<file path="config.mk">
export PLATFORM = sky130hd
export DESIGN_NAME = mux_sev_seg_decoder
export DESIGN_NICKNAME = d
export VERILOG_FILES = /design/src/rtl/sev_seg_pkg.sv /design/src/rtl/sev_seg_to_bin.sv /design/src/rtl/mux_sev_seg_decoder.sv
export SDC_FILE = /design/constraint.sdc
export NUM_CORES = 1
export LEC_CHECK = 0
export CAP_MARGIN = 25
export CORE_MARGIN = 2
export CORE_UTILIZATION = 57
export CTS_CLUSTER_DIAMETER = 100
export DETAILED_ROUTE_END_ITERATION = 7
export DONT_BUFFER_PORTS = 1
export GPL_ROUTABILITY_DRIVEN = 0
export MAX_ROUTING_LAYER = met4
export PLACE_DENSITY = 0.75
export SYNTH_ARGS = -nofsm -noshare
export SYNTH_HDL_FRONTEND = slang
export SYNTH_SLANG_ARGS = --single-unit
export TNS_END_PERCENT = 50
</file>
<file path="constraint.sdc">
create_clock -name MUX_CLK -period 2.2 [get_ports MUX_CLK]
set_input_delay 0.44 -clock MUX_CLK [delete_from_list [all_inputs] [get_ports MUX_CLK]]
set_output_delay 0.44 -clock MUX_CLK [all_outputs]
set_load 0.005 [all_outputs]
</file>
<file path="src/rtl/sev_seg_pkg.sv">
// ============================================================================
// sev_seg_pkg : segment patterns, decoder states and CAT encodings
// Revision 1.0
// ============================================================================
`default_nettype none

package sev_seg_pkg;

  // Active-high patterns, bit order gfedcba
  localparam logic [6:0] SEG_0 = 7'h3F;
  localparam logic [6:0] SEG_1 = 7'h06;
  localparam logic [6:0] SEG_2 = 7'h5B;
  localparam logic [6:0] SEG_3 = 7'h4F;
  localparam logic [6:0] SEG_4 = 7'h66;
  localparam logic [6:0] SEG_5 = 7'h6D;
  localparam logic [6:0] SEG_6 = 7'h7D;
  localparam logic [6:0] SEG_7 = 7'h07;
  localparam logic [6:0] SEG_8 = 7'h7F;
  localparam logic [6:0] SEG_9 = 7'h6F;
  localparam logic [6:0] SEG_A = 7'h77;
  localparam logic [6:0] SEG_B = 7'h7C;
  localparam logic [6:0] SEG_C = 7'h39;
  localparam logic [6:0] SEG_D = 7'h5E;
  localparam logic [6:0] SEG_E = 7'h79;
  localparam logic [6:0] SEG_F = 7'h71;

  localparam logic [3:0] CAT_D0 = 4'b0001;
  localparam logic [3:0] CAT_D1 = 4'b0010;
  localparam logic [3:0] CAT_D2 = 4'b0100;
  localparam logic [3:0] CAT_D3 = 4'b1000;

  typedef enum logic [2:0] {
    HUNT = 3'd0,
    D1   = 3'd1,
    D2   = 3'd2,
    D3   = 3'd3,
    NEXT = 3'd4
  } dec_state_t;

endpackage

`default_nettype wire

</file>
<file path="src/rtl/sev_seg_to_bin.sv">
// ============================================================================
// sev_seg_to_bin : combinational seven-segment pattern to hex nibble decode
// Revision 1.0
// ============================================================================
`default_nettype none

module sev_seg_to_bin
  import sev_seg_pkg::*;
(
  input  logic [6:0] SEG,
  input  logic       INV,
  output logic [3:0] BIN,
  output logic       VALID
);

  logic [6:0] pattern;

  always_comb begin
    pattern = INV ? ~SEG : SEG;
    BIN     = 4'h0;
    VALID   = 1'b1;
    case (pattern)
      SEG_0:   BIN = 4'h0;
      SEG_1:   BIN = 4'h1;
      SEG_2:   BIN = 4'h2;
      SEG_3:   BIN = 4'h3;
      SEG_4:   BIN = 4'h4;
      SEG_5:   BIN = 4'h5;
      SEG_6:   BIN = 4'h6;
      SEG_7:   BIN = 4'h7;
      SEG_8:   BIN = 4'h8;
      SEG_9:   BIN = 4'h9;
      SEG_A:   BIN = 4'hA;
      SEG_B:   BIN = 4'hB;
      SEG_C:   BIN = 4'hC;
      SEG_D:   BIN = 4'hD;
      SEG_E:   BIN = 4'hE;
      SEG_F:   BIN = 4'hF;
      default: VALID = 1'b0;
    endcase
  end

endmodule

`default_nettype wire

</file>
<file path="src/rtl/mux_sev_seg_decoder.sv">
// ============================================================================
// mux_sev_seg_decoder : rebuilds the 16-bit value from a scanned 4-digit bus
// Revision 1.0
// ============================================================================
`default_nettype none

module mux_sev_seg_decoder
  import sev_seg_pkg::*;
#(
  parameter bit INV = 1'b1
) (
  input  logic        MUX_CLK,
  input  logic        RESET,
  input  logic [3:0]  CAT,
  input  logic [6:0]  SEG,
  output logic [15:0] HEX,
  output logic        FRAME_VALID,
  output logic        LOCKED,
  output logic        STABLE,
  output logic        SEQ_ERR,
  output logic        SEG_ERR,
  output logic [7:0]  ERR_CNT
);

  dec_state_t  state, state_nx;
  logic [11:0] shadow, shadow_nx;
  logic        from_next, from_next_nx;
  logic [15:0] hex_nx;
  logic        frame_nx, locked_nx, stable_nx, seq_nx, seg_err_nx;
  logic [7:0]  cnt_nx;
  logic [3:0]  exp_cat;
  logic [3:0]  nibble;
  logic        nibble_ok;
  logic        err;

  sev_seg_to_bin u_dec (
    .SEG   (SEG),
    .INV   (INV),
    .BIN   (nibble),
    .VALID (nibble_ok)
  );

  always_comb begin
    state_nx     = state;
    shadow_nx    = shadow;
    from_next_nx = from_next;
    hex_nx       = HEX;
    frame_nx     = 1'b0;
    locked_nx    = LOCKED;
    stable_nx    = STABLE;
    seq_nx       = 1'b0;
    seg_err_nx   = 1'b0;
    cnt_nx       = ERR_CNT;
    err          = 1'b0;

    case (state)
      D1:      exp_cat = CAT_D1;
      D2:      exp_cat = CAT_D2;
      D3:      exp_cat = CAT_D3;
      default: exp_cat = CAT_D0;
    endcase

    if (state == HUNT) begin
      // Only a digit-0 select can open a frame; anything else is line noise
      if (CAT == CAT_D0) begin
        if (nibble_ok) begin
          shadow_nx    = {shadow[7:0], nibble};
          from_next_nx = 1'b0;
          state_nx     = D1;
        end else begin
          seg_err_nx = 1'b1;
          err        = 1'b1;
        end
      end
    end else if (CAT != exp_cat) begin
      seq_nx = 1'b1;
      err    = 1'b1;
    end else if (!nibble_ok) begin
      seg_err_nx = 1'b1;
      err        = 1'b1;
    end else begin
      shadow_nx = {shadow[7:0], nibble};
      case (state)
        NEXT: begin
          from_next_nx = 1'b1;
          state_nx     = D1;
        end
        D1: state_nx = D2;
        D2: state_nx = D3;
        D3: begin
          hex_nx    = {shadow, nibble};
          frame_nx  = 1'b1;
          locked_nx = 1'b1;
          // STABLE needs two back-to-back frames; one that started in HUNT never qualifies
          stable_nx = from_next && ({shadow, nibble} == HEX);
          state_nx  = NEXT;
        end
        default: state_nx = HUNT;
      endcase
    end

    if (err) begin
      state_nx  = HUNT;
      shadow_nx = 12'h000;
      locked_nx = 1'b0;
      stable_nx = 1'b0;
      if (ERR_CNT != 8'hFF) cnt_nx = ERR_CNT + 8'd1;
    end
  end

  always_ff @(posedge MUX_CLK or negedge RESET) begin
    if (!RESET) begin
      state       <= HUNT;
      shadow      <= 12'h000;
      from_next   <= 1'b0;
      HEX         <= 16'h0000;
      FRAME_VALID <= 1'b0;
      LOCKED      <= 1'b0;
      STABLE      <= 1'b0;
      SEQ_ERR     <= 1'b0;
      SEG_ERR     <= 1'b0;
      ERR_CNT     <= 8'h00;
    end else begin
      state       <= state_nx;
      shadow      <= shadow_nx;
      from_next   <= from_next_nx;
      HEX         <= hex_nx;
      FRAME_VALID <= frame_nx;
      LOCKED      <= locked_nx;
      STABLE      <= stable_nx;
      SEQ_ERR     <= seq_nx;
      SEG_ERR     <= seg_err_nx;
      ERR_CNT     <= cnt_nx;
    end
  end

endmodule

`default_nettype wire

</file>
==> results of run 1 <==
final timing paths:
path | slack, ps | from | endpoint
max in group asynchronous | 1990 | RESET | state[0]
min in group MUX_CLK | 500 | SEG[4] | shadow[3]
max reg2reg | 60 | state[1] | from_next
min reg2reg | 530 | shadow[9] | shadow[9]
min | -3 | RESET | ERR_CNT[7]
max | 60 | state[1] | from_next
registers in the layout, indices dropped and copies added, names as in the netlist:
register	count
STABLE	1
ERR_CNT	8
shadow	12
state	3
SEG_ERR	1
SEQ_ERR	1
LOCKED	1
FRAME_VALID	1
from_next	1
HEX	16
timing repair:
item                       CTS  global route
hold endpoints to repair    45             0
setup endpoints to repair    0            26
hold buffers                 1             0
buffers inserted             0             1
resized for setup            0             7
kinds of logic (layout without fill, tap and decap cells):
group,after synthesis,in the layout
AND/OR/NAND/NOR,90,90
AO/OA/AOI/OAI,50,50
flip-flops,45,45
buffers and inverters,24,33
XOR/XNOR,19,19
multiplexers,18,18
adder cells (fa/ha/maj),1,1
per-stage QoR:
step,setup WS [ps],hold WS (ps)
detailed placement,-41.6,145
finish,63.9,-2.78
global route,-15.1,1.41
global placement,-56.0,146
CTS,38.9,3.49
floorplan,-35.3,144
worst max-delay path: cells and delay by family, from the launching register on:
| family | cells | cell delay, ps |
|---|---|---|
| simple gates | 2 | 960 |
| compound gates | 3 | 680 |
| flops | 1 | 400 |
metal layers:
metal	track usage, %	up-vias	wire length [µm]
li1	-	916	-
met1	26.4	904	2160
met2	32.9	57	2420
met3	5.27	2	273
met4	5.66	0	39
met5	-	-	0
placed cells by master (no fill, tap or decap), types with 2 or more instances in the layout:
cell type | netlist | layout
nor3b_1 | 3 | 3
buf_4 | 1 | 13
o31ai_1 | 4 | 4
nor4_1 | 4 | 4
buf_12 | 0 | 2
xnor2_1 | 12 | 12
a211oi_1 | 3 | 3
a31oi_1 | 3 | 3
nor3_1 | 6 | 6
clkbuf_8 | 0 | 5
and3b_1 | 2 | 2
o211ai_1 | 2 | 2
or3_1 | 4 | 4
mux2_1 | 3 | 3
nand2_1 | 33 | 33
o21ai_0 | 12 | 12
nand3b_1 | 2 | 2
nor2b_1 | 4 | 4
xor2_1 | 7 | 7
nor2_1 | 8 | 8
nor4bb_1 | 3 | 3
o22ai_1 | 3 | 3
nand3_1 | 3 | 3
mux2_2 | 7 | 7
dfrtp_2 | 0 | 2
mux2_4 | 7 | 7
nand4_1 | 6 | 6
o2111ai_1 | 2 | 2
and2_1 | 2 | 2
o21bai_1 | 2 | 2
and3_1 | 3 | 3
clkbuf_1 | 5 | 3
dfrtp_1 | 45 | 43
a21oi_1 | 4 | 4
inv_1 | 9 | 9
cell usage after synthesis (2+ instances only):
cell type / number / area [µm²]
dfrtp_1: 45 / 1130
nand2_1: 33 / 124
o21ai_0: 12 / 60.1
xnor2_1: 12 / 105
inv_1: 9 / 33.8
nor2_1: 8 / 30.0
mux2_2: 7 / 78.8
mux2_4: 7 / 105
xor2_1: 7 / 61.3
nand4_1: 6 / 37.5
nor3_1: 6 / 30.0
buf_2: 5 / 25.0
clkbuf_1: 5 / 18.8
a21oi_1: 4 / 20.0
buf_6: 4 / 45.0
nor2b_1: 4 / 25.0
nor4_1: 4 / 25.0
o31ai_1: 4 / 30.0
or3_1: 4 / 25.0
a211oi_1: 3 / 22.5
a31oi_1: 3 / 18.8
and3_1: 3 / 18.8
mux2_1: 3 / 33.8
nand3_1: 3 / 15.0
nor3b_1: 3 / 22.5
nor4bb_1: 3 / 30.0
o22ai_1: 3 / 18.8
a32oi_1: 2 / 17.5
and2_1: 2 / 12.5
and3b_1: 2 / 17.5
nand3b_1: 2 / 15.0
o2111ai_1: 2 / 17.5
o211ai_1: 2 / 15.0
o21bai_1: 2 / 15.0
layout make-up:
type                       count  area, µm²  share of cell area, %
clock buffer                   8       80.1                   2.87
multi-input combinational    178       1340                   47.8
inverter                       9       33.8                   1.21
timing repair buffer          16        149                   5.33
sequential                    45       1130                   40.4
tap                           52       65.1                   2.33
report_power, final:
part	total, mW	switching (mW)	internal [mW]
Clock	0.473	0.247	0.226
Sequential	0.930	0.0634	0.866
Combinational	0.166	0.0868	0.0789
Total	1.57	0.397	1.17
==> metrics.csv, run 1 <==
stage,metric,value,unit
clocking,cts_tree,done,
floorplan,pin_count,42,
detailed_routing,drtIter0Drc,135,
hold_path,min_path_type,in -> async,
cells_and_area,nNetsFinal,269,
yosys,synth-simple-area-share,19.5,%
floorplan,core,4350,µm²
yosys,syn_area,2570,µm²
placement,dpl.cell_count,298,
power_and_ir_drop,powerDensity,562,nW/µm²
setup_path,r2r_cells,5,
cells_and_area,final_area,2790,µm²
run,drv_cap,0,
yosys,synth-compound-area-share,15.7,%
floorplan,fp.dieW,71.1,µm
cells_and_area,antennaDiodeCount,0,
yosys,synth-xor-area-share,6.48,%
yosys,avgSynthCellArea,10.4,µm²
cells_and_area,drive_above_1_share,18.8,%
placement,place_hpwl,3480,µm
setup_path,critPathArrivalTime,2320,ps
cells_and_area,area_growth,8.72,%
global_route,gr-total-overflow,0,
cells_and_area,postLayoutCoreUtil,64.1,%
yosys,synthFlopType,dfrtp_1,
yosys,synth_top_family_by_area,simple AND/OR/NAND/NOR gates,
sta,worst_hold_slack,-2.78,ps
detailed_routing,wl,4890,µm
sta,relSlewSlack,71.5,%
placement,placed_area,2650,µm²
detailed_routing,remaining_drc_errors,0,
clocking,clock_path_buffers,2,
sta,post-route-period-util,97.1,%
setup_path,path_class,reg -> reg,
power_and_ir_drop,peakVddDrop,233,µV
setup_path,worstPathCellList,"or4_4, a32oi_4, o22ai_4, or4_1, a22o_1",
run_status,violations,negative hold slack,
yosys,ys_warn_count,0,
setup_path,setup.worst_path.end_class,flop,
floorplan,die_h,71.1,µm
sta,worst_slew_pin_slew,426,ps
sta,tns,0,ps
sta,finalSetupViolCount,0,
yosys,ys_ff_latch,45,
global_route,grt_max_degree,46,
power_and_ir_drop,total_power,1.57,mW
global_route,grtUsageTotal,20.7,%
clocking,cts.reportedPaths.clkPinSlew,80,ps
yosys,synthMuxAreaShare,8.87,%
placement,io_buffers,0,
clocking,clk-insertion-delay-late,290,ps
detailed_routing,via_per_inst,6.10,
floorplan,num_rows,24,
yosys,synth_cells,247,
floorplan,die_area,5060,µm²
sta,rsz0062_at_grt,yes,
yosys,synth_cell_types,57,
cells_and_area,fin_cells,308,
global_route,antenna_found_initial,0,
power_and_ir_drop,static-leakage-power,1.24,nW
detailed_routing,avgRoutedWirePerCell,15.9,µm
sta,fmax,468,MHz
clocking,clk_root_buffer_cell,clkbuf_8,
sta,finalHoldViolations,17,
yosys,synth.net_count,261,
run_status,status,"complete, but fails checks",
setup_path,cp.required,2380,ps
setup_path,crit_slowest_cell,or4_4,
detailed_routing,first_pass_iters,4,
yosys,yosysSeqAreaShare,43.9,%
global_route,grt_pass1_wl,8110,µm
setup_path,worstPathMaxFanout,5,
global_route,grt_pass1_vias,1744,
clocking,htreeDepth,2,
detailed_routing,postRouteAntennaNets,0,
detailed_routing,vias,1879,
sta,slew_violations,0,
setup_path,worst_path_largest_cell_delay,550,ps
clocking,cts.sinks,45,
cells_and_area,fill_cells,335,
setup_path,cp-start-kind,flop,
sta,clock_skew,6.60,ps
sta,min_period,2140,ps
yosys,synthArstFlopShare,100,%
clocking,numCtsBuffers,5,
yosys,synth_edf_count,0,
floorplan,start_util,59.0,%
yosys,synthAdderAreaFrac,0.487,%
No activity file was read; power rests on OpenSTA's default activity.
==> inputs of run 2 (changes only) <==
- CORE_MARGIN: 2 -> unset
- CTS_CLUSTER_SIZE: unset -> 14
==> metrics.csv, run 2 (synthesis gave the netlist of run 1 again) <==
stage,metric,value,unit,change
detailed_routing,wl,5260,µm,+7.6%
cells_and_area,final_common_cell,dfrtp_1,,
setup_path,worstPathMaxFanout,16,,+11
detailed_routing,via_per_inst,6.31,,+3.4%
detailed_routing,remaining_drc_errors,0,,unchanged
cells_and_area,nNetsFinal,274,,+1.9%
global_route,antenna_found_initial,0,,unchanged
setup_path,r2r_cells,6,,+1
global_route,grtUsageTotal,24.3,%,+3.6 points
cells_and_area,area_growth,12.4,%,
setup_path,critPathArrivalTime,2370,ps,+50 ps
setup_path,timing.rr.end,HEX[3],,
sta,worst_slew_pin_slew,545,ps,+119 ps
floorplan,die_h,69.1,µm,-2.8%
global_route,grt_max_degree,46,,unchanged
global_route,grt_pass1_vias,1918,,+10%
detailed_routing,drtIter0Drc,96,,-29%
floorplan,fp.dieW,69.1,µm,-2.8%
floorplan,pin_count,42,,unchanged
cells_and_area,top_regs,"HEX (16), shadow (12), ERR_CNT (8)",,
clocking,cts_tree,done,,
detailed_routing,postRouteAntennaNets,0,,unchanged
placement,io_buffers,0,,unchanged
hold_path,min_path_type,in -> reg,,
global_route,grt_pass1_wl,8910,µm,+9.9%
setup_path,reg2reg_from,state[2],,
floorplan,core,4350,µm²,unchanged
placement,dpl.cell_count,299,,+0.34%
power_and_ir_drop,powerDensity,563,nW/µm²,+0.31%
clocking,clk-insertion-delay-late,290,ps,about the same
cells_and_area,fin_cells,312,,+1.3%
sta,worst_hold_slack,479,ps,+482 ps
detailed_routing,first_pass_iters,4,,unchanged
setup_path,r2r_slack,10,ps,-50 ps
cells_and_area,largest_reg_flops,16,,unchanged
run,drv_cap,0,,unchanged
sta,min_period,2190,ps,+51.9 ps
detailed_routing,avgRoutedWirePerCell,16.9,µm,+6.2%
sta,finalHoldViolations,0,,-17
sta,fmax,457,MHz,-2.4%
cells_and_area,fill_cells,325,,-3.0%
placement,place_hpwl,3720,µm,+6.9%
sta,clock_skew,6.26,ps,-0.344 ps
power_and_ir_drop,peakVddDrop,216,µV,-7.3%
clocking,cts.sinks,45,,unchanged
sta,finalWorstSetupSlack,12.0,ps,-51.9 ps
setup_path,path_class,reg -> reg,,
setup_path,endpoint,HEX[3],,
global_route,gr-total-overflow,0,,unchanged
setup_path,cp-start-kind,flop,,
sta,slew_violations,0,,unchanged
sta,post-route-period-util,99.5,%,+2.4 points
clocking,cts.reportedPaths.clkPinSlew,80,ps,about the same
setup_path,cp.required,2380,ps,about the same
clocking,clk_root_buffer_cell,clkbuf_8,,
clocking,clock_path_buffers,2,,unchanged
cells_and_area,largest_register,HEX,,
clocking,htreeDepth,2,,unchanged
setup_path,setup.worst_path.end_class,flop,,
clocking,numCtsBuffers,5,,unchanged
detailed_routing,vias,1968,,+4.7%
sta,relSlewSlack,63.5,%,-8.0 points
floorplan,start_util,59.0,%,unchanged
floorplan,num_rows,24,,unchanged
cells_and_area,layout_common_cells,"dfrtp_1, nand2_1, buf_4",,
cells_and_area,drive_above_1_share,21.9,%,+3.2 points
hold_path,hold_start,SEG[4],,
cells_and_area,antennaDiodeCount,0,,unchanged
floorplan,die_area,4780,µm²,-5.5%
sta,finalSetupViolCount,0,,unchanged
power_and_ir_drop,static-leakage-power,1.28,nW,+3.3%
run_status,status,finished clean,,
setup_path,setup.worst_path.start,state[2],,
placement,dp_slack,-168,ps,-126 ps
sta,rsz0062_at_grt,yes,,
## run 2: cell types whose count changed in the layout (fill, tap and decap cells not counted), sizes merged
cell and delta:
buf +4, clkbuf -1, dlygate4sd3 +1
## run 2: worst max-delay path, cell delays in order (launching register included)
cell       delay [ps]
dfrtp_2           440
or4_4             500
a32oi_4           340
buf_12            160
o2111ai_4         130
buf_12            200
mux2_4            300
## run 2: repair_timing
item                                   4_1_cts  5_1_grt
setup endpoints to repair                   19       27
gates resized for setup                      3        9
pin swaps                                    2        2
hold buffers                                 2        0
endpoints found under the hold margin       45        0
setup buffers                                3        1
## run 2: metrics by stage
step	power (mW)	instance area [µm²]	setup TNS, ps	util (%)
2_1_floorplan	1.06	2570	-80.4	-
3_3_place_gp	1.09	2660	-194	61.1
3_5_place_dp	1.11	2660	-825	61.1
4_1_cts	1.63	2820	0	64.8
5_1_grt	1.70	2890	-285	66.3
6_report	1.63	2890	0	66.3
## run 2: worst min path at each step
stage                     depth (start not counted)  slack (ps)    endpoint
after floorplan                                   0         140  ERR_CNT[0]
after global placement                            0         150     HEX[15]
after detailed placement                          0         150   shadow[8]
after CTS                                         3         480   shadow[3]
after global routing                              3         500   shadow[3]
final                                             3         480   shadow[3]
## run 2: area by class of cell
cell class	instances	area [µm²]	area share (%)
Multi-Input combinational cell	178	1370	47.5
Clock buffer	7	86.3	2.99
Tap cell	52	65.1	2.25
Timing Repair Buffer	21	201	6.98
Sequential cell	45	1130	39.1
Inverter	9	33.8	1.17
## run 2: routing by layer
| layer | up-vias | global-route usage, % | part of all wire [%] |
|---|---|---|---|
| li1 | 928 | - | - |
| met1 | 972 | 28.7 | 45 |
| met2 | 58 | 38.0 | 48 |
| met3 | 10 | 6.87 | 5.1 |
| met4 | 0 | 12.0 | 2.1 |
| met5 | - | - | 0 |
## run 2: power breakdown
group          total, mW  internal, mW  switching [mW]
clock network      0.507         0.249           0.258
registers          0.932         0.866          0.0658
logic              0.187        0.0867           0.101
total               1.63          1.20           0.424
